File: src/rtl/alu_exec_unit.sv
// -----------------------------------------------------------------------------
// alu_exec_unit
//
// EX-stage execution unit driven by the 4-bit ALUOp code from the ALU control
// decoder. Logic, arithmetic, shift and compare operations complete in one
// edge. Multiplies (mul/mult/multu/madd/msub) run an iterative shift-add over
// WIDTH edges followed by one finishing edge, updating the HI/LO pair. The
// pipeline keeps operands stable and stalls while Busy is high.
//
// Ports
//   Clk         rising-edge clock
//   Rst_n       asynchronous active-low reset
//   Start       execute ALUOp on A/B; sampled only when Busy=0
//   ALUOp[3:0]  operation code (1111 = multiply family, selected by MulSel)
//   MulSel[2:0] 000 mul, 001 mult, 010 multu, 011 madd, 100 msub
//   ShiftArith  with ALUOp=0101: 1 = SRA, 0 = SRL
//   ShAmt[4:0]  shift amount
//   A, B        operands (B is the shifted operand for shifts)
//   WrHi, WrLo  mthi/mtlo: load Hi/Lo from A when idle and Start=0
//   Result      registered result
//   Zero        registered, 1 when Result == 0
//   Hi, Lo      HI/LO registers
//   Busy        multiply in progress
//   Done        one-cycle pulse, Result (and Hi/Lo) valid
// -----------------------------------------------------------------------------
module alu_exec_unit #(
    parameter int WIDTH = 32
) (
    input  logic             Clk,
    input  logic             Rst_n,
    input  logic             Start,
    input  logic [3:0]       ALUOp,
    input  logic [2:0]       MulSel,
    input  logic             ShiftArith,
    input  logic [4:0]       ShAmt,
    input  logic [WIDTH-1:0] A,
    input  logic [WIDTH-1:0] B,
    input  logic             WrHi,
    input  logic             WrLo,
    output logic [WIDTH-1:0] Result,
    output logic             Zero,
    output logic [WIDTH-1:0] Hi,
    output logic [WIDTH-1:0] Lo,
    output logic             Busy,
    output logic             Done
);

    localparam int CNT_W = $clog2(WIDTH);

    typedef enum logic [3:0] {
        OP_AND  = 4'b0000,
        OP_OR   = 4'b0001,
        OP_ADD  = 4'b0010,
        OP_XOR  = 4'b0011,
        OP_SLL  = 4'b0100,
        OP_SRX  = 4'b0101,
        OP_SUB  = 4'b0110,
        OP_NOR  = 4'b0111,
        OP_SLT  = 4'b1000,
        OP_SLTU = 4'b1001,
        OP_MULT = 4'b1111
    } alu_op_e;

    typedef enum logic [2:0] {
        MS_MUL   = 3'b000,
        MS_MULT  = 3'b001,
        MS_MULTU = 3'b010,
        MS_MADD  = 3'b011,
        MS_MSUB  = 3'b100
    } mul_sel_e;

    typedef enum logic [1:0] {
        S_IDLE,
        S_MUL,
        S_FINISH
    } state_e;

    // -------------------------------------------------------------------------
    // State
    // -------------------------------------------------------------------------
    state_e               state_q;
    logic [WIDTH-1:0]     result_q;
    logic                 zero_q;
    logic [WIDTH-1:0]     hi_q;
    logic [WIDTH-1:0]     lo_q;
    logic                 busy_q;
    logic                 done_q;
    logic [2*WIDTH-1:0]   prod_q;     // {partial sum, remaining multiplier bits}
    logic [WIDTH-1:0]     mcand_q;    // multiplicand magnitude
    logic [CNT_W-1:0]     cnt_q;      // iterations completed
    logic                 neg_q;      // product sign for signed variants
    mul_sel_e             msel_q;

    // -------------------------------------------------------------------------
    // Next-state / datapath signals
    // -------------------------------------------------------------------------
    logic [WIDTH-1:0]     alu_res_d;
    logic                 mul_accept_d;
    logic                 signed_mul_d;
    logic [WIDTH-1:0]     mag_a_d;
    logic [WIDTH-1:0]     mag_b_d;
    logic [WIDTH:0]       add_d;
    logic [2*WIDTH-1:0]   prod_step_d;
    logic [2*WIDTH-1:0]   prod_signed_d;
    logic [2*WIDTH-1:0]   hilo_d;

    // Single-cycle ALU result; reserved codes (including a multiply with a
    // reserved MulSel) fall to the default and produce zero.
    // NOTE: every always_comb output gets a default before the case, so no
    // path leaves it unassigned and no latch is inferred.
    always_comb begin
        alu_res_d = '0;
        unique case (ALUOp)
            OP_AND:  alu_res_d = A & B;
            OP_OR:   alu_res_d = A | B;
            OP_ADD:  alu_res_d = A + B;
            OP_XOR:  alu_res_d = A ^ B;
            OP_SLL:  alu_res_d = B << ShAmt;
            OP_SRX:  alu_res_d = ShiftArith ? WIDTH'($signed(B) >>> ShAmt)
                                            : (B >> ShAmt);
            OP_SUB:  alu_res_d = A - B;
            OP_NOR:  alu_res_d = ~(A | B);
            OP_SLT:  alu_res_d = {{(WIDTH-1){1'b0}}, ($signed(A) < $signed(B))};
            OP_SLTU: alu_res_d = {{(WIDTH-1){1'b0}}, (A < B)};
            default: alu_res_d = '0;
        endcase
    end

    // Multiply acceptance and operand conditioning. Signed variants run the
    // unsigned shift-add on magnitudes and negate at the end; the magnitude of
    // the most negative value is itself, which is correct as an unsigned number.
    always_comb begin
        mul_accept_d = Start && (ALUOp == OP_MULT) && (MulSel <= MS_MSUB);
        signed_mul_d = (MulSel == MS_MULT) || (MulSel == MS_MADD) ||
                       (MulSel == MS_MSUB);
        mag_a_d      = (signed_mul_d && A[WIDTH-1]) ? (~A + 1'b1) : A;
        mag_b_d      = (signed_mul_d && B[WIDTH-1]) ? (~B + 1'b1) : B;
    end

    // One shift-add step: add the multiplicand into the upper half when the
    // current multiplier LSB is set, then shift the whole register right,
    // keeping the carry as the new top bit.
    always_comb begin
        add_d         = {1'b0, prod_q[2*WIDTH-1:WIDTH]} +
                        (prod_q[0] ? {1'b0, mcand_q} : '0);
        prod_step_d   = {add_d, prod_q[WIDTH-1:1]};
        prod_signed_d = neg_q ? (~prod_q + 1'b1) : prod_q;
    end

    // HI/LO update applied on the finishing edge; madd/msub wrap naturally.
    always_comb begin
        hilo_d = {hi_q, lo_q};
        unique case (msel_q)
            MS_MULT, MS_MULTU: hilo_d = prod_signed_d;
            MS_MADD:           hilo_d = {hi_q, lo_q} + prod_signed_d;
            MS_MSUB:           hilo_d = {hi_q, lo_q} - prod_signed_d;
            default:           hilo_d = {hi_q, lo_q};
        endcase
    end

    // -------------------------------------------------------------------------
    // Control FSM with registered outputs
    // -------------------------------------------------------------------------
    // NOTE: sequential state uses non-blocking assignments only, so every
    // register samples pre-edge values regardless of statement order.
    always_ff @(posedge Clk or negedge Rst_n) begin
        if (!Rst_n) begin
            state_q  <= S_IDLE;
            result_q <= '0;
            zero_q   <= 1'b0;
            hi_q     <= '0;
            lo_q     <= '0;
            busy_q   <= 1'b0;
            done_q   <= 1'b0;
            prod_q   <= '0;
            mcand_q  <= '0;
            cnt_q    <= '0;
            neg_q    <= 1'b0;
            msel_q   <= MS_MUL;
        end else begin
            done_q <= 1'b0;
            unique case (state_q)
                S_IDLE: begin
                    if (Start) begin
                        if (mul_accept_d) begin
                            prod_q  <= {{WIDTH{1'b0}}, mag_a_d};
                            mcand_q <= mag_b_d;
                            neg_q   <= signed_mul_d && (A[WIDTH-1] ^ B[WIDTH-1]);
                            msel_q  <= mul_sel_e'(MulSel);
                            cnt_q   <= '0;
                            busy_q  <= 1'b1;
                            state_q <= S_MUL;
                        end else begin
                            result_q <= alu_res_d;
                            zero_q   <= (alu_res_d == '0);
                            done_q   <= 1'b1;
                        end
                    end else begin
                        // mthi/mtlo only when no operation is being issued.
                        if (WrHi) hi_q <= A;
                        if (WrLo) lo_q <= A;
                    end
                end

                S_MUL: begin
                    prod_q <= prod_step_d;
                    cnt_q  <= cnt_q + 1'b1;
                    if (cnt_q == CNT_W'(WIDTH - 1)) begin
                        state_q <= S_FINISH;
                    end
                end

                S_FINISH: begin
                    result_q <= prod_signed_d[WIDTH-1:0];
                    zero_q   <= (prod_signed_d[WIDTH-1:0] == '0);
                    if (msel_q != MS_MUL) begin
                        {hi_q, lo_q} <= hilo_d;
                    end
                    busy_q  <= 1'b0;
                    done_q  <= 1'b1;
                    state_q <= S_IDLE;
                end

                default: begin
                    busy_q  <= 1'b0;
                    state_q <= S_IDLE;
                end
            endcase
        end
    end

    assign Result = result_q;
    assign Zero   = zero_q;
    assign Hi     = hi_q;
    assign Lo     = lo_q;
    assign Busy   = busy_q;
    assign Done   = done_q;

endmodule

File: config.mk
export PLATFORM = sky130hd
export DESIGN_NAME = alu_exec_unit
export DESIGN_NICKNAME = d
export VERILOG_FILES = /design/src/rtl/alu_exec_unit.sv
export SDC_FILE = /design/constraint.sdc
export NUM_CORES = 1
export LEC_CHECK = 0
export ABC_AREA = 1
export CAP_MARGIN = 20
export CORE_UTILIZATION = 35
export CTS_CLUSTER_SIZE = 12
export DETAILED_ROUTE_END_ITERATION = 6
export PLACE_DENSITY = 0.49
export REMOVE_ABC_BUFFERS = 1
export SKIP_CTS_REPAIR_TIMING = 1
export SYNTH_ARGS = -nofsm -noshare
export SYNTH_HDL_FRONTEND = slang
export SYNTH_SLANG_ARGS = --single-unit
File: constraint.sdc
create_clock -name Clk -period 6 [get_ports Clk]
set_input_delay 1.2 -clock Clk [delete_from_list [all_inputs] [get_ports Clk]]
set_output_delay 1.2 -clock Clk [all_outputs]
set_load 0.01 [all_outputs]
# --- After elaboration in Yosys (flattened, before gate mapping) ---
# Index checks and enable logic that the tools add are counted.
classes:
  n_shift: 3
  n_addsub: 9
  reduce_logical: 22
  muxes: 37
  n_eq_ne: 29
  bitwise: 9
  order_cmp: 3
ops:
  columns: ["op", "count"]
  rows:
  - ["2-to-1 mux 32 bit", 12]
  - ["case mux 32 bit (10 select lines)", 1]
  - ["2-to-1 mux 64 bit", 3]
  - ["case mux 32 bit (2 select lines)", 3]
  - ["case mux 64 bit (3 select lines)", 1]
  - ["case mux 64 bit (2 select lines)", 1]
  - ["inverter 32 bit", 3]
  - ["adder 32 x 1 -> 32 bit (second input constant)", 2]
  - ["adder 64 x 1 -> 64 bit (second input constant)", 1]
  - ["adder 64 bit", 1]
  - ["logical NOT 32 bit", 2]
  - ["< comparator 32 bit", 2]
  - ["inverter 64 bit", 1]
  - ["subtractor 64 bit", 1]
  - ["adder 32 x 32 -> 33 bit", 1]
  - ["adder 32 bit", 1]
  - ["AND 32 bit", 1]
  - ["OR 32 bit", 1]
  - ["left shift 32 x 5 -> 32 bit", 1]
  - ["right shift 32 x 5 -> 32 bit", 1]
  - [">>> shifter 32 x 5 -> 32 bit", 1]
  - ["subtractor 32 bit", 1]
  - ["XOR 32 bit", 1]
  - ["equality test 4 x 3 -> 1 bit (second input constant)", 4]
  - ["30 further kinds", 65]
totals:
  wordCells: 124
  in_bits: 82
  ff_bits: 206

# --- Logic depth before layout (Yosys ltp) ---
# Gate-level depths: netlist of the first run.
depth:
  word_depth: 8
  mapped_depth: 37
  depth_no_buf: 36

# --- Least setup slack after synthesis of the first run ---
# OpenSTA, ideal clock, no wires.
synth_timing:
  path_kind: "register to register"
  start: "reg prod_q[0]"
  end: "reg hi_q[18] (netlist: Hi[18])"
  path_stages_with_launch: 32
  required_ns: 5.921
  arrival_ns: 4.252
  setup_time_ns: 0.079
  path_buffers: 1
  path_slack_ns: 1.668
  path_cell_list: "dfrtp_1 > buf_6 > inv_4 > ha_1 > nand2_2 > nor2_8 > nand2_2 > nand3_1 > nand2_2 > nor2_1 > nand3_1 > nor2_2 > nand2_2 > nor2_4 > nand2_2 > nor2_4 > nand2_2 > o31ai_1 > xor2_1 > inv_1 > ha_1 > a21oi_1 > inv_1 > a31oi_1 > o21ai_0 > a31oi_1 > nand3_1 > a21o_1 > or2_2 > nand3_1 > nand3_1 > a2bb2oi_1"
synth_between:
  elab_chain_len: 7
  elab_cells_between_ends: 8
synth_lines:
  columns: ["element", "line_no", "rtl"]
  rows:
  - ["start: declaration", "88", "logic [2*WIDTH-1:0] prod_q;"]
  - ["start signal: assignment", "186", "prod_q <= {{WIDTH{1'b0}}, mag_a_d};"]
  - ["start signal: assignment", "206", "prod_q <= prod_step_d;"]
  - ["inverter 64 bit", "147", "prod_signed_d = neg_q ? (~prod_q + 1'b1) : prod_q;"]
  - ["adder 64 x 1 -> 64 bit", "147", null]
  - ["2-to-1 mux 64 bit *", "147", null]
  - ["subtractor 64 bit / adder 64 bit (equally long branches)", "156, 155", null]
  - ["case mux 64 bit (3 select lines) *", "153", "unique case (msel_q)"]
  - ["2-to-1 mux 32 bit *", "216", "if (msel_q != MS_MUL) begin"]
  - ["case mux 32 bit (2 select lines) *", "182", "unique case (state_q)"]
  - ["end signal: assignment", "217", "{hi_q, lo_q} <= hilo_d;"]
  - ["end: declaration", "84", "logic [WIDTH-1:0] hi_q;"]
# Mark *: on every way between the ends. The rest lies on a longest branch, timed or not. The select of a mux whose other input is x is not followed.
# A chain may end at the register's enable or synchronous reset.

# --- Final worst setup path of the first run ---
layout_timing:
  start: "reg prod_q[1]"
  end: "reg hi_q[20] (netlist: Hi[20])"
# Same word-level chain as after synthesis.

==> results of run 1 <==
## layer usage
layer | GRT usage | up-vias
met1 | 0.498 | 17791
met4 | 0.259 | 4
met5 | 0 | -
met2 | 0.645 | 1779
met3 | 0.0388 | 395
li1 | - | 17394
## power by group through the flow
stage                     clock, mW  sequential (mW)  combinational [mW]
after global routing           1.90             2.42                12.9
final                          1.82             2.38                11.9
after floorplan                   0             2.29                7.28
after detailed placement          0             2.39                11.5
after global placement            0             2.39                11.6
after CTS                      1.85             2.37                11.6
## cell type report
cell class | count | area, um^2
tap | 1134 | 1420
sequential | 206 | 5160
antenna | 1 | 2.50
clock inverter | 19 | 243
inverter | 641 | 2410
clock buffer | 31 | 721
multi-input combinational | 4092 | 21500
fill | 9409 | 49500
timing repair buffer | 331 | 2990
## registers in the layout, indices dropped and copies added (netlist names), 2 cells and up
register  count
Hi           32
Lo           32
Result       32
cnt_q         5
mcand_q      32
msel_q        3
prod_q       64
state_q       2
## metrics by stage
step | power (mW) | hold WS, ns | setup TNS [ns]
detailed placement | 13.9 | 0.473 | 0
floorplan | 9.58 | 0.449 | -12.66
CTS | 15.8 | 0.488 | 0
finish | 16.1 | 0.484 | 0
global route | 17.2 | 0.501 | 0
global placement | 14.0 | 0.466 | 0
## cell usage in the layout, fill, tap and decap left out, types with 124 or more instances in the layout
master,count
buf_4,146
clkdlybuf4s50_1,176
nand3_1,409
inv_1,617
nand2_1,1292
nor2_1,633
o21ai_0,440
dfrtp_1,205
ha_1,196
xor2_1,124
a21oi_1,344
## path summary, 6_finish.rpt
| check | cells after the start | endpoint | slack [ns] |
|---|---|---|---|
| min in group asynchronous | 1 | Hi[28] | 0.55 |
| worst max register to register | 30 | Hi[20] | 0.40 |
| worst max-delay path | 30 | Hi[20] | 0.40 |
| max in group asynchronous | 2 | mcand_q[8] | 4.30 |
| worst min-delay path | 2 | mcand_q[28] | 0.48 |
| worst min register to register | 2 | mcand_q[28] | 0.48 |
## cells by family after synthesis
group,count (synthesis)
compound gates,1167
xor+xnor,151
fa+ha+maj,200
buf+inv,825
flops,206
mux,6
simple gates,2568
## critical path, delay by kind of cell (launching register included)
kind	cells	cell delay [ns]
AND/OR/NAND/NOR	17	2.48
AO/OA/AOI/OAI	7	1.47
adder cells (fa/ha/maj)	2	0.69
flip-flops	1	0.38
buffers and inverters	3	0.30
XOR/XNOR	1	0.20
==> flow_results.xml, run 1 <==
<?xml version="1.0" encoding="UTF-8"?>
<metrics>
  <group name="flow_run">
    <metric name="cap_violations" unit="">0</metric>
  </group>
  <group name="worst_setup_path">
    <metric name="r2r-start" unit="">prod_q[1]</metric>
    <metric name="critical_path_class" unit="">reg -&gt; reg</metric>
    <metric name="timing.critical_path.fanout_max" unit="">9</metric>
    <metric name="critical_path.startpoint_type" unit="">flop</metric>
    <metric name="crit_top_cell" unit="">nand3_1</metric>
    <metric name="worstSetupStartpoint" unit="">prod_q[1]</metric>
    <metric name="worst_path_largest_cell_delay" unit="ns">0.38</metric>
    <metric name="crit_path_end_kind" unit="">flop</metric>
    <metric name="slowest_stage" unit="">dfrtp_1</metric>
    <metric name="worst_ep_required_time" unit="ns">6.52</metric>
    <metric name="critPathArrivalTime" unit="ns">6.12</metric>
  </group>
  <group name="routing">
    <metric name="remaining_antenna_violation_count" unit="">0</metric>
    <metric name="total_number_of_vias" unit="">37363</metric>
    <metric name="met3RoutedLength" unit="mm">11.8</metric>
    <metric name="highest_layer" unit="">met5</metric>
    <metric name="post_drt_wl_per_cell" unit="um">27.1</metric>
    <metric name="detail_route.iter0.violations" unit="">4120</metric>
    <metric name="met2_wirelength" unit="mm">78.9</metric>
    <metric name="drtPass1Iterations" unit="">7</metric>
    <metric name="wirelength" unit="mm">175</metric>
    <metric name="drc" unit="">3</metric>
    <metric name="viasPerCell" unit="">5.79</metric>
    <metric name="wl_met1" unit="mm">70.9</metric>
  </group>
  <group name="layout">
    <metric name="utilization" unit="">0.411</metric>
    <metric name="drive_above_1_share" unit="">0.0590</metric>
    <metric name="post_layout_nonfiller_instances" unit="">6455</metric>
    <metric name="area_growth_syn_to_layout" unit="%">15.8</metric>
    <metric name="design_area" unit="mm^2">0.0345</metric>
    <metric name="design.final.nets" unit="">5581</metric>
  </group>
  <group name="hold_path">
    <metric name="worst_hold_path_type" unit="">reg -&gt; reg</metric>
    <metric name="min_from" unit="">mcand_q[28]</metric>
  </group>
  <group name="run_status">
    <metric name="violations" unit="">design-rule violations</metric>
    <metric name="outcome" unit="">complete, but fails checks</metric>
  </group>
  <group name="synth">
    <metric name="syn_area_per_cell" unit="um^2">5.81</metric>
    <metric name="synth_simple_gate_area_share" unit="">0.361</metric>
    <metric name="synth_sequential_area_ratio" unit="">0.173</metric>
    <metric name="synth_compound_area_frac" unit="">0.229</metric>
    <metric name="synth-xor-area-share" unit="">0.0447</metric>
    <metric name="post_synth_inst_count" unit="">5123</metric>
    <metric name="synth_adder_area_share" unit="">0.0851</metric>
    <metric name="synth_edf_count" unit="">0</metric>
    <metric name="synth_top_family_by_area" unit="">simple AND/OR/NAND/NOR gates</metric>
    <metric name="syn_area" unit="mm^2">0.0298</metric>
    <metric name="muxShareOfSynthArea" unit="">0.00202</metric>
    <metric name="synthDominantCellAreaShare" unit="">0.173</metric>
    <metric name="synth.cells.most_frequent" unit="">nand2_1 (1293), nor2_1 (639), inv_1 (620)</metric>
    <metric name="dominant_cell_type_by_area_after_synthesis" unit="">dfrtp_1</metric>
    <metric name="ys_async_sr_fraction" unit="">1.00</metric>
    <metric name="synth-warning-count" unit="">0</metric>
    <metric name="yosys-top-cells-area" unit="">dfrtp_1 (17%), nand2_1 (16%), ha_1 (8.2%), nor2_1 (8.1%), inv_1 (7.8%)</metric>
    <metric name="yosys_register_bits" unit="">206</metric>
    <metric name="synthFlopType" unit="">dfrtp_1</metric>
    <metric name="ys_types" unit="">65</metric>
    <metric name="yosysMostFrequentCell" unit="">nand2_1</metric>
  </group>
  <group name="global_routing">
    <metric name="grt_antenna_before_repair" unit="">2</metric>
    <metric name="maximum_number_of_pins_on_one_net_before_global_route_repair" unit="">90</metric>
    <metric name="globalRouteOverflowTotal" unit="">0</metric>
    <metric name="vias_in_the_first_global_route" unit="">35608</metric>
    <metric name="first_pass_grt_wire_length" unit="mm">249</metric>
    <metric name="grt_util_all_layers" unit="">0.396</metric>
  </group>
  <group name="timing">
    <metric name="final.setup_skew" unit="ns">0.0280</metric>
    <metric name="timing_worst_slew_pin_value" unit="ns">1.02</metric>
    <metric name="finalWorstPathRequiredPeriod" unit="ns">5.60</metric>
    <metric name="rsz0062_at_grt" unit="">no</metric>
    <metric name="max_freq" unit="GHz">0.178</metric>
    <metric name="final-max-slew-violation-count" unit="">0</metric>
    <metric name="hold_violations" unit="">0</metric>
    <metric name="min_period_over_period" unit="">0.934</metric>
    <metric name="setup_viol" unit="">0</metric>
    <metric name="worst_setup_margin" unit="ns">0.397</metric>
    <metric name="max-slew-margin-rel" unit="">0.321</metric>
  </group>
  <group name="floorplan">
    <metric name="die_w" unit="um">294</metric>
    <metric name="std_cell_rows" unit="">106</metric>
    <metric name="initial_utilization" unit="">0.355</metric>
    <metric name="die_area" unit="mm^2">0.0862</metric>
    <metric name="floorplan.die.height" unit="um">294</metric>
    <metric name="fp.coreArea" unit="mm^2">0.0840</metric>
    <metric name="ioPinCount" unit="">181</metric>
  </group>
  <group name="place">
    <metric name="port_buffers" unit="">180</metric>
    <metric name="detailed_place_hpwl" unit="mm">146</metric>
    <metric name="numPlacedInstances" unit="">6404</metric>
    <metric name="place_congestion" unit="">1.05</metric>
    <metric name="dpl_cell_area" unit="mm^2">0.0335</metric>
    <metric name="place_worst_setup_slack" unit="ns">0.265</metric>
  </group>
  <group name="cts">
    <metric name="tritoncts_num_sinks" unit="">206</metric>
    <metric name="cts-root-buf" unit="">clkbuf_16</metric>
    <metric name="numCtsBuffers" unit="">27</metric>
    <metric name="clk_path_buf_depth" unit="">3</metric>
    <metric name="tritoncts" unit="">done</metric>
    <metric name="insertion_delay" unit="ns">0.60</metric>
    <metric name="cts-htree-levels" unit="">1</metric>
    <metric name="path_clk_slew" unit="ns">0.06</metric>
  </group>
  <group name="power_and_ir_drop">
    <metric name="worst_ir_drop_vdd" unit="mV">0.357</metric>
    <metric name="power_density" unit="mW/mm^2">466</metric>
    <metric name="cellInternalPower" unit="mW">6.60</metric>
    <metric name="clkPwrFrac" unit="">0.113</metric>
    <metric name="switching_share" unit="">0.589</metric>
    <metric name="total_leakage_power" unit="nW">16.4</metric>
    <metric name="sequential_share_of_power" unit="">0.148</metric>
    <metric name="net_switching_power_of_the_design" unit="mW">9.48</metric>
    <metric name="power.combinational.fraction" unit="">0.739</metric>
  </group>
</metrics>
No activity file was read; power rests on OpenSTA's default activity.
==> run 2: changes to the inputs <==
--- a/config.mk
+++ b/config.mk
@@ -6,11 +6,13 @@
 export NUM_CORES = 1
 export LEC_CHECK = 0
 export ABC_AREA = 1
-export CAP_MARGIN = 20
+export CAP_MARGIN = 10
+export CORE_MARGIN = 3
 export CORE_UTILIZATION = 35
 export CTS_CLUSTER_SIZE = 12
 export DETAILED_ROUTE_END_ITERATION = 6
 export PLACE_DENSITY = 0.49
+export RECOVER_POWER = 100
 export REMOVE_ABC_BUFFERS = 1
 export SKIP_CTS_REPAIR_TIMING = 1
 export SYNTH_ARGS = -nofsm -noshare
==> run 2 against run 1 <==
Compared with the run above:
- the flow finishes with violations (max-capacitance violations, max-slew violations)
- fmax about the same
- critical endpoint is now Hi[29]
- flip-flop and latch count unchanged
- clock power grew 3%
- hold slack worse by 0.0018 ns
- largest cell class unchanged
- utilization fell by 0.13 points
- die area grew 2.7%
- routed wire length decreased by 2.1%
- non-clock buffer count stayed put
- worst setup slack better by 0.0039 ns
==> flow_results.xml, run 2 (synthesis gave the netlist of run 1 again) <==
<?xml version="1.0" encoding="UTF-8"?>
<metrics>
  <group name="run_status">
    <metric name="outcome" unit="">complete, but fails checks</metric>
    <metric name="violations" unit="">max-capacitance violations, max-slew violations</metric>
  </group>
  <group name="worst_setup_path">
    <metric name="critPathArrivalTime" unit="ns">6.10</metric>
    <metric name="crit_top_cell" unit="">nand2_1</metric>
    <metric name="crit-reg2reg-capture" unit="">Hi[29]</metric>
    <metric name="worst_ep_required_time" unit="ns">6.50</metric>
    <metric name="setup_slack_reg_to_reg" unit="ns">0.40</metric>
    <metric name="slowest_stage" unit="">o21ai_0</metric>
    <metric name="timing.reg2reg.worst_path_depth" unit="">30</metric>
    <metric name="r2r-start" unit="">prod_q[1]</metric>
    <metric name="worst_path_largest_cell_delay" unit="ns">0.59</metric>
    <metric name="timing.critical_path.fanout_max" unit="">6</metric>
    <metric name="critical_path_class" unit="">reg -&gt; reg</metric>
    <metric name="crit_path_end_kind" unit="">flop</metric>
    <metric name="critical_path.startpoint_type" unit="">flop</metric>
  </group>
  <group name="layout">
    <metric name="design_area" unit="mm^2">0.0344</metric>
    <metric name="post_layout_nonfiller_instances" unit="">6453</metric>
    <metric name="drive_above_1_share" unit="">0.0541</metric>
    <metric name="area_growth_syn_to_layout" unit="%">15.4</metric>
    <metric name="antennaDiodeCount" unit="">0</metric>
    <metric name="register_name_with_the_most_flops" unit="">prod_q</metric>
    <metric name="largest_register_ff_count" unit="">64</metric>
    <metric name="layout.cells.most_common" unit="">nand2_1</metric>
    <metric name="most_frequent_cells_in_the_layout" unit="">nand2_1 (1293), nor2_1 (637), inv_1 (617)</metric>
    <metric name="design.final.nets" unit="">5581</metric>
  </group>
  <group name="place">
    <metric name="place_congestion" unit="">1.04</metric>
    <metric name="port_buffers" unit="">180</metric>
    <metric name="detailed_place_hpwl" unit="mm">142</metric>
    <metric name="dpl_cell_area" unit="mm^2">0.0335</metric>
    <metric name="numPlacedInstances" unit="">6404</metric>
  </group>
  <group name="power_and_ir_drop">
    <metric name="total_power" unit="mW">16.0</metric>
    <metric name="clkPwrFrac" unit="">0.117</metric>
    <metric name="net_switching_power_of_the_design" unit="mW">9.40</metric>
    <metric name="power.combinational.fraction" unit="">0.735</metric>
    <metric name="sequential_share_of_power" unit="">0.148</metric>
    <metric name="cellInternalPower" unit="mW">6.57</metric>
    <metric name="switching_share" unit="">0.589</metric>
    <metric name="total_leakage_power" unit="nW">16.4</metric>
    <metric name="power_density" unit="mW/mm^2">465</metric>
    <metric name="worst_ir_drop_vdd" unit="mV">0.295</metric>
  </group>
  <group name="routing">
    <metric name="total_number_of_vias" unit="">37064</metric>
    <metric name="wirelength" unit="mm">171</metric>
    <metric name="viasPerCell" unit="">5.74</metric>
    <metric name="detail_route.iter0.violations" unit="">3910</metric>
    <metric name="drc" unit="">0</metric>
    <metric name="remaining_antenna_violation_count" unit="">0</metric>
    <metric name="post_drt_wl_per_cell" unit="um">26.5</metric>
    <metric name="drtPass1Iterations" unit="">6</metric>
  </group>
  <group name="timing">
    <metric name="timing_worst_slew_pin_value" unit="ns">4.48</metric>
    <metric name="rsz0062_at_grt" unit="">no</metric>
    <metric name="setup_viol" unit="">0</metric>
    <metric name="final-max-slew-violation-count" unit="">371</metric>
    <metric name="finalWorstPathRequiredPeriod" unit="ns">5.60</metric>
    <metric name="min_period_over_period" unit="">0.933</metric>
    <metric name="final.setup_skew" unit="ns">0.0270</metric>
    <metric name="max_freq" unit="GHz">0.179</metric>
    <metric name="max-slew-margin-rel" unit="">-1.99</metric>
    <metric name="hold_violations" unit="">0</metric>
  </group>
  <group name="global_routing">
    <metric name="vias_in_the_first_global_route" unit="">35333</metric>
    <metric name="first_pass_grt_wire_length" unit="mm">245</metric>
    <metric name="grt_antenna_before_repair" unit="">4</metric>
    <metric name="maximum_number_of_pins_on_one_net_before_global_route_repair" unit="">89</metric>
    <metric name="grt_util_all_layers" unit="">0.371</metric>
    <metric name="globalRouteOverflowTotal" unit="">0</metric>
  </group>
  <group name="cts">
    <metric name="cts-htree-levels" unit="">1</metric>
    <metric name="numCtsBuffers" unit="">27</metric>
    <metric name="insertion_delay" unit="ns">0.59</metric>
    <metric name="tritoncts" unit="">done</metric>
    <metric name="clk_path_buf_depth" unit="">3</metric>
    <metric name="path_clk_slew" unit="ns">0.06</metric>
    <metric name="cts-root-buf" unit="">clkbuf_16</metric>
    <metric name="tritoncts_num_sinks" unit="">206</metric>
  </group>
  <group name="floorplan">
    <metric name="std_cell_rows" unit="">106</metric>
    <metric name="initial_utilization" unit="">0.355</metric>
    <metric name="floorplan.die.height" unit="um">298</metric>
    <metric name="die_w" unit="um">298</metric>
    <metric name="fp.coreArea" unit="mm^2">0.0840</metric>
    <metric name="ioPinCount" unit="">181</metric>
    <metric name="die_area" unit="mm^2">0.0886</metric>
  </group>
  <group name="hold_path">
    <metric name="min_from" unit="">mcand_q[23]</metric>
    <metric name="worstHoldPathCells" unit="">2</metric>
    <metric name="hold_path_end" unit="">mcand_q[23]</metric>
    <metric name="worst_hold_path_type" unit="">reg -&gt; reg</metric>
  </group>
  <group name="flow_run">
    <metric name="cap_violations" unit="">7</metric>
  </group>
</metrics>
run 2: worst max-delay path by stage:
stage / start / slack (ns) / end
after floorplan: state_q[1] / -0.51 / Lo[15]
after global placement: prod_q[1] / 0.33 / Hi[27]
after detailed placement: prod_q[1] / 0.34 / Hi[27]
after CTS: prod_q[1] / 0.30 / Hi[27]
after global routing: prod_q[1] / 0.04 / Hi[15]
final: prod_q[1] / 0.40 / Hi[29]
run 2: area by class of cell:
class,count,area (um^2)
Clock buffer,32,724
Clock inverter,17,253
Fill cell,9527,49600
Inverter,641,2410
Multi-Input combinational cell,4092,21500
Sequential cell,206,5160
Tap cell,1134,1420
Timing Repair Buffer,331,2880
run 2: power groups by stage:
stage	Sequential (mW)	Combinational [mW]	Clock [mW]
after floorplan	2.29	7.28	0
after CTS	2.36	11.5	1.89
after global routing	2.41	12.8	1.94
after global placement	2.38	11.6	0
after detailed placement	2.38	11.5	0
final	2.37	11.7	1.87
run 2: worst max-delay path: cells and delay by family (launching register included):
| family | cells | cell delay [ns] |
|---|---|---|
| flops | 1 | 0.38 |
| fa+ha+maj | 2 | 0.61 |
| xor+xnor | 2 | 0.39 |
| buf+inv | 4 | 0.45 |
| simple gates | 18 | 2.46 |
| compound gates | 4 | 1.21 |
run 2: through the flow:
step | setup TNS [ns] | hold slack (ns) | worst slack (ns) | util
2_1_floorplan | -12.66 | 0.449 | -0.507 | -
3_3_place_gp | 0 | 0.466 | 0.332 | 0.399
3_5_place_dp | 0 | 0.467 | 0.340 | 0.399
4_1_cts | 0 | 0.484 | 0.303 | 0.410
5_1_grt | 0 | 0.508 | 0.0370 | 0.409
6_report | 0 | 0.482 | 0.401 | 0.409
run 2: layer usage:
metal / part of all wire / track usage / vias up / wire length (um)
met5: 0.000076 / 0 / - / 13
met3: 0.064 / 0.0365 / 460 / 10900
met2: 0.45 / 0.604 / 1686 / 77000
met4: 0.083 / 0.257 / 2 / 14300
met1: 0.40 / 0.464 / 17536 / 69100
li1: - / - / 17380 / -
==> RTL change (config.mk and constraints of run 1) <==
`WIDTH`: 32 -> 16.
--- a/src/rtl/alu_exec_unit.sv
+++ b/src/rtl/alu_exec_unit.sv
@@ -26,3 +26,3 @@
 module alu_exec_unit #(
-    parameter int WIDTH = 32
+    parameter int WIDTH = 16
 ) (
Ports: changed (5 resized); port bits go from 181 to 101. The function was not compared with the original's and may differ.
==> RTL change against run 1 <==
- sequential power decreased by 39%
- sequential cell count decreased by 97
- critical endpoint is now Hi[13]$_DFFE_PN0P_
- critical path depth decreased by 4
- final area decreased by 54%
- setup slack improved by 0.38 ns
- power decreased by 47%
- die area decreased by 53%
- synthesized area decreased by 53%
- sequential share of layout area increased by 2.3 points
- first-iteration DRC count decreased by 72%
- routed wire length decreased by 63%
- largest cell class unchanged
==> RTL change: results (changes against run 1) <==
[outcome]
status=complete, no violations  ; was finished with violations

[clock_tree]
clk_pin_slew_worst_paths_ns=0.10  ; was 0.06 ns
cts_buffers=9  ; was 27
worstSkewPairLatency_ns=0.40  ; was 0.60 ns
clockBufferDepth=2  ; was 3
htreeDepth=3  ; was 1

[critical_path]
critical_path_arrival_ns=5.56  ; was 6.12 ns
r2r_start=prod_q[0]$_DFFE_PN0P_  ; was prod_q[1]$_DFFE_PN0P_
slowest_delay_ns=0.89  ; was 0.38 ns
ff2ff_setup_slack_ns=0.78  ; was 0.40 ns
rr_endpoint=Hi[13]$_DFFE_PN0P_  ; was Hi[20]$_DFFE_PN0P_
critPathMaxFanout=20  ; was 9
ff2ff_path_depth=26  ; was 30

[global_routing]
gr-usage-met2_pct=55.34  ; was 64.52%
use_met1_pct=39.81  ; was 49.76%
grt_pass1_vias=15830  ; was 35610
use_met3_pct=3.401  ; was 3.882%
grt_start_max_net_pins=63  ; was 90
grt_pass1_wl_um=98390  ; was 249400 um
antenna_found_initial=0  ; was 2
grt.total_usage_pct=31.98  ; was 39.60%

[pwr]
switching_share_pct=57.50  ; was 58.94%
powerComb_w=0.00639  ; was 0.0119 W
p_seq_share_pct=16.9  ; was 14.8%
p_leak_nw=7.571  ; was 16.41 nW
power.density_nw_per_um2=537.0  ; was 466.4 nW/um2

[worst_hold_path]
hold_start=Busy$_DFFE_PN0P_  ; was mcand_q[28]$_DFFE_PN0P_
min_to=Busy$_DFFE_PN0P_  ; was mcand_q[28]$_DFFE_PN0P_

[synthesis]
synth_xor_area_share_pct=4.019  ; was 4.467%
synthMuxAreaShare_pct=0  ; was 0.2017%
synth_compound_area_share_pct=24.04  ; was 22.95%
synth_fa_ha_area_share_pct=9.455  ; was 8.505%
synth.distinct_cells=64  ; was 65
netlist_top_cells_area=dfrtp_1 20%, nand2_1 14%, ha_1 8.9%, o21ai_0 7.8%, inv_1 7.1%  ; was dfrtp_1 17%, nand2_1 16%, ha_1 8.2%, nor2_1 8.1%, inv_1 7.8%
ys_seq_area_share_pct=19.56  ; was 17.31%
synthTopCellsByCount=533 x nand2_1, 262 x inv_1, 241 x nor2_1  ; was 1293 x nand2_1, 639 x nor2_1, 620 x inv_1

[placement]
dpl.cell_count=2849  ; was 6404
hpwlAfterDp_um=52620  ; was 145700 um
placed_area_um2=15520  ; was 33500 um2
place.gp.congestion=1.014  ; was 1.054
preCtsSetupSlack_ns=0.8011  ; was 0.2655 ns
numPortBuffers=100  ; was 180

[timing]
holdWs_ns=0.4862  ; was 0.4841 ns
relSlewSlack_pct=40.86  ; was 32.12%
skew_ns=0.01445  ; was 0.02797 ns
fin_crit_sh_pct=87.04  ; was 93.38%

[cells_and_area]
largest_reg_flops=32  ; was 64
layout-drive-gt1-share_pct=6.221  ; was 5.902%
multi_input_area_um2=9821  ; was 21540 um2
nets=2495  ; was 5581
nFillCells=4332  ; was 9409
diodes=0  ; was 1

[detailed_routing]
vias=15990  ; was 37360
drt_pre_antenna_iters=6  ; was 7
first_iter_violations=1139  ; was 4120
wl_per_cell_um=22.59  ; was 27.11 um
viasPerCell=5.581  ; was 5.788

-- RTL change: cell count changes after synthesis, sizes merged, moves of 31 or more --
| cell | before | now |
|---|---|---|
| o21ai | 456 | 230 |
| nor2 | 661 | 261 |
| o221ai | 45 | 8 |
| nand4 | 57 | 26 |
| nand3 | 412 | 157 |
| nor3 | 65 | 30 |
| nand2 | 1314 | 564 |
| dfrtp | 206 | 109 |
| ha | 196 | 99 |
| xor2 | 125 | 50 |
| a21oi | 346 | 181 |
| clkbuf | 146 | 38 |
| a31oi | 47 | 7 |
| inv | 633 | 274 |
-- RTL change: area by class of cell --
class	instances	share of cell area (%)
timing repair buffer	137	8.054
sequential	109	17.21
tap	518	4.090
clock inverter	7	0.6080
clock buffer	9	1.421
multi-input combinational	1806	61.97
inverter	279	6.640
-- RTL change: layer usage --
| layer | vias up | routed length [um] |
|---|---|---|
| met5 | - | 0 |
| met4 | 0 | 3033 |
| met3 | 102 | 3115 |
| met2 | 526 | 31050 |
| met1 | 7607 | 27540 |
| li1 | 7755 | - |
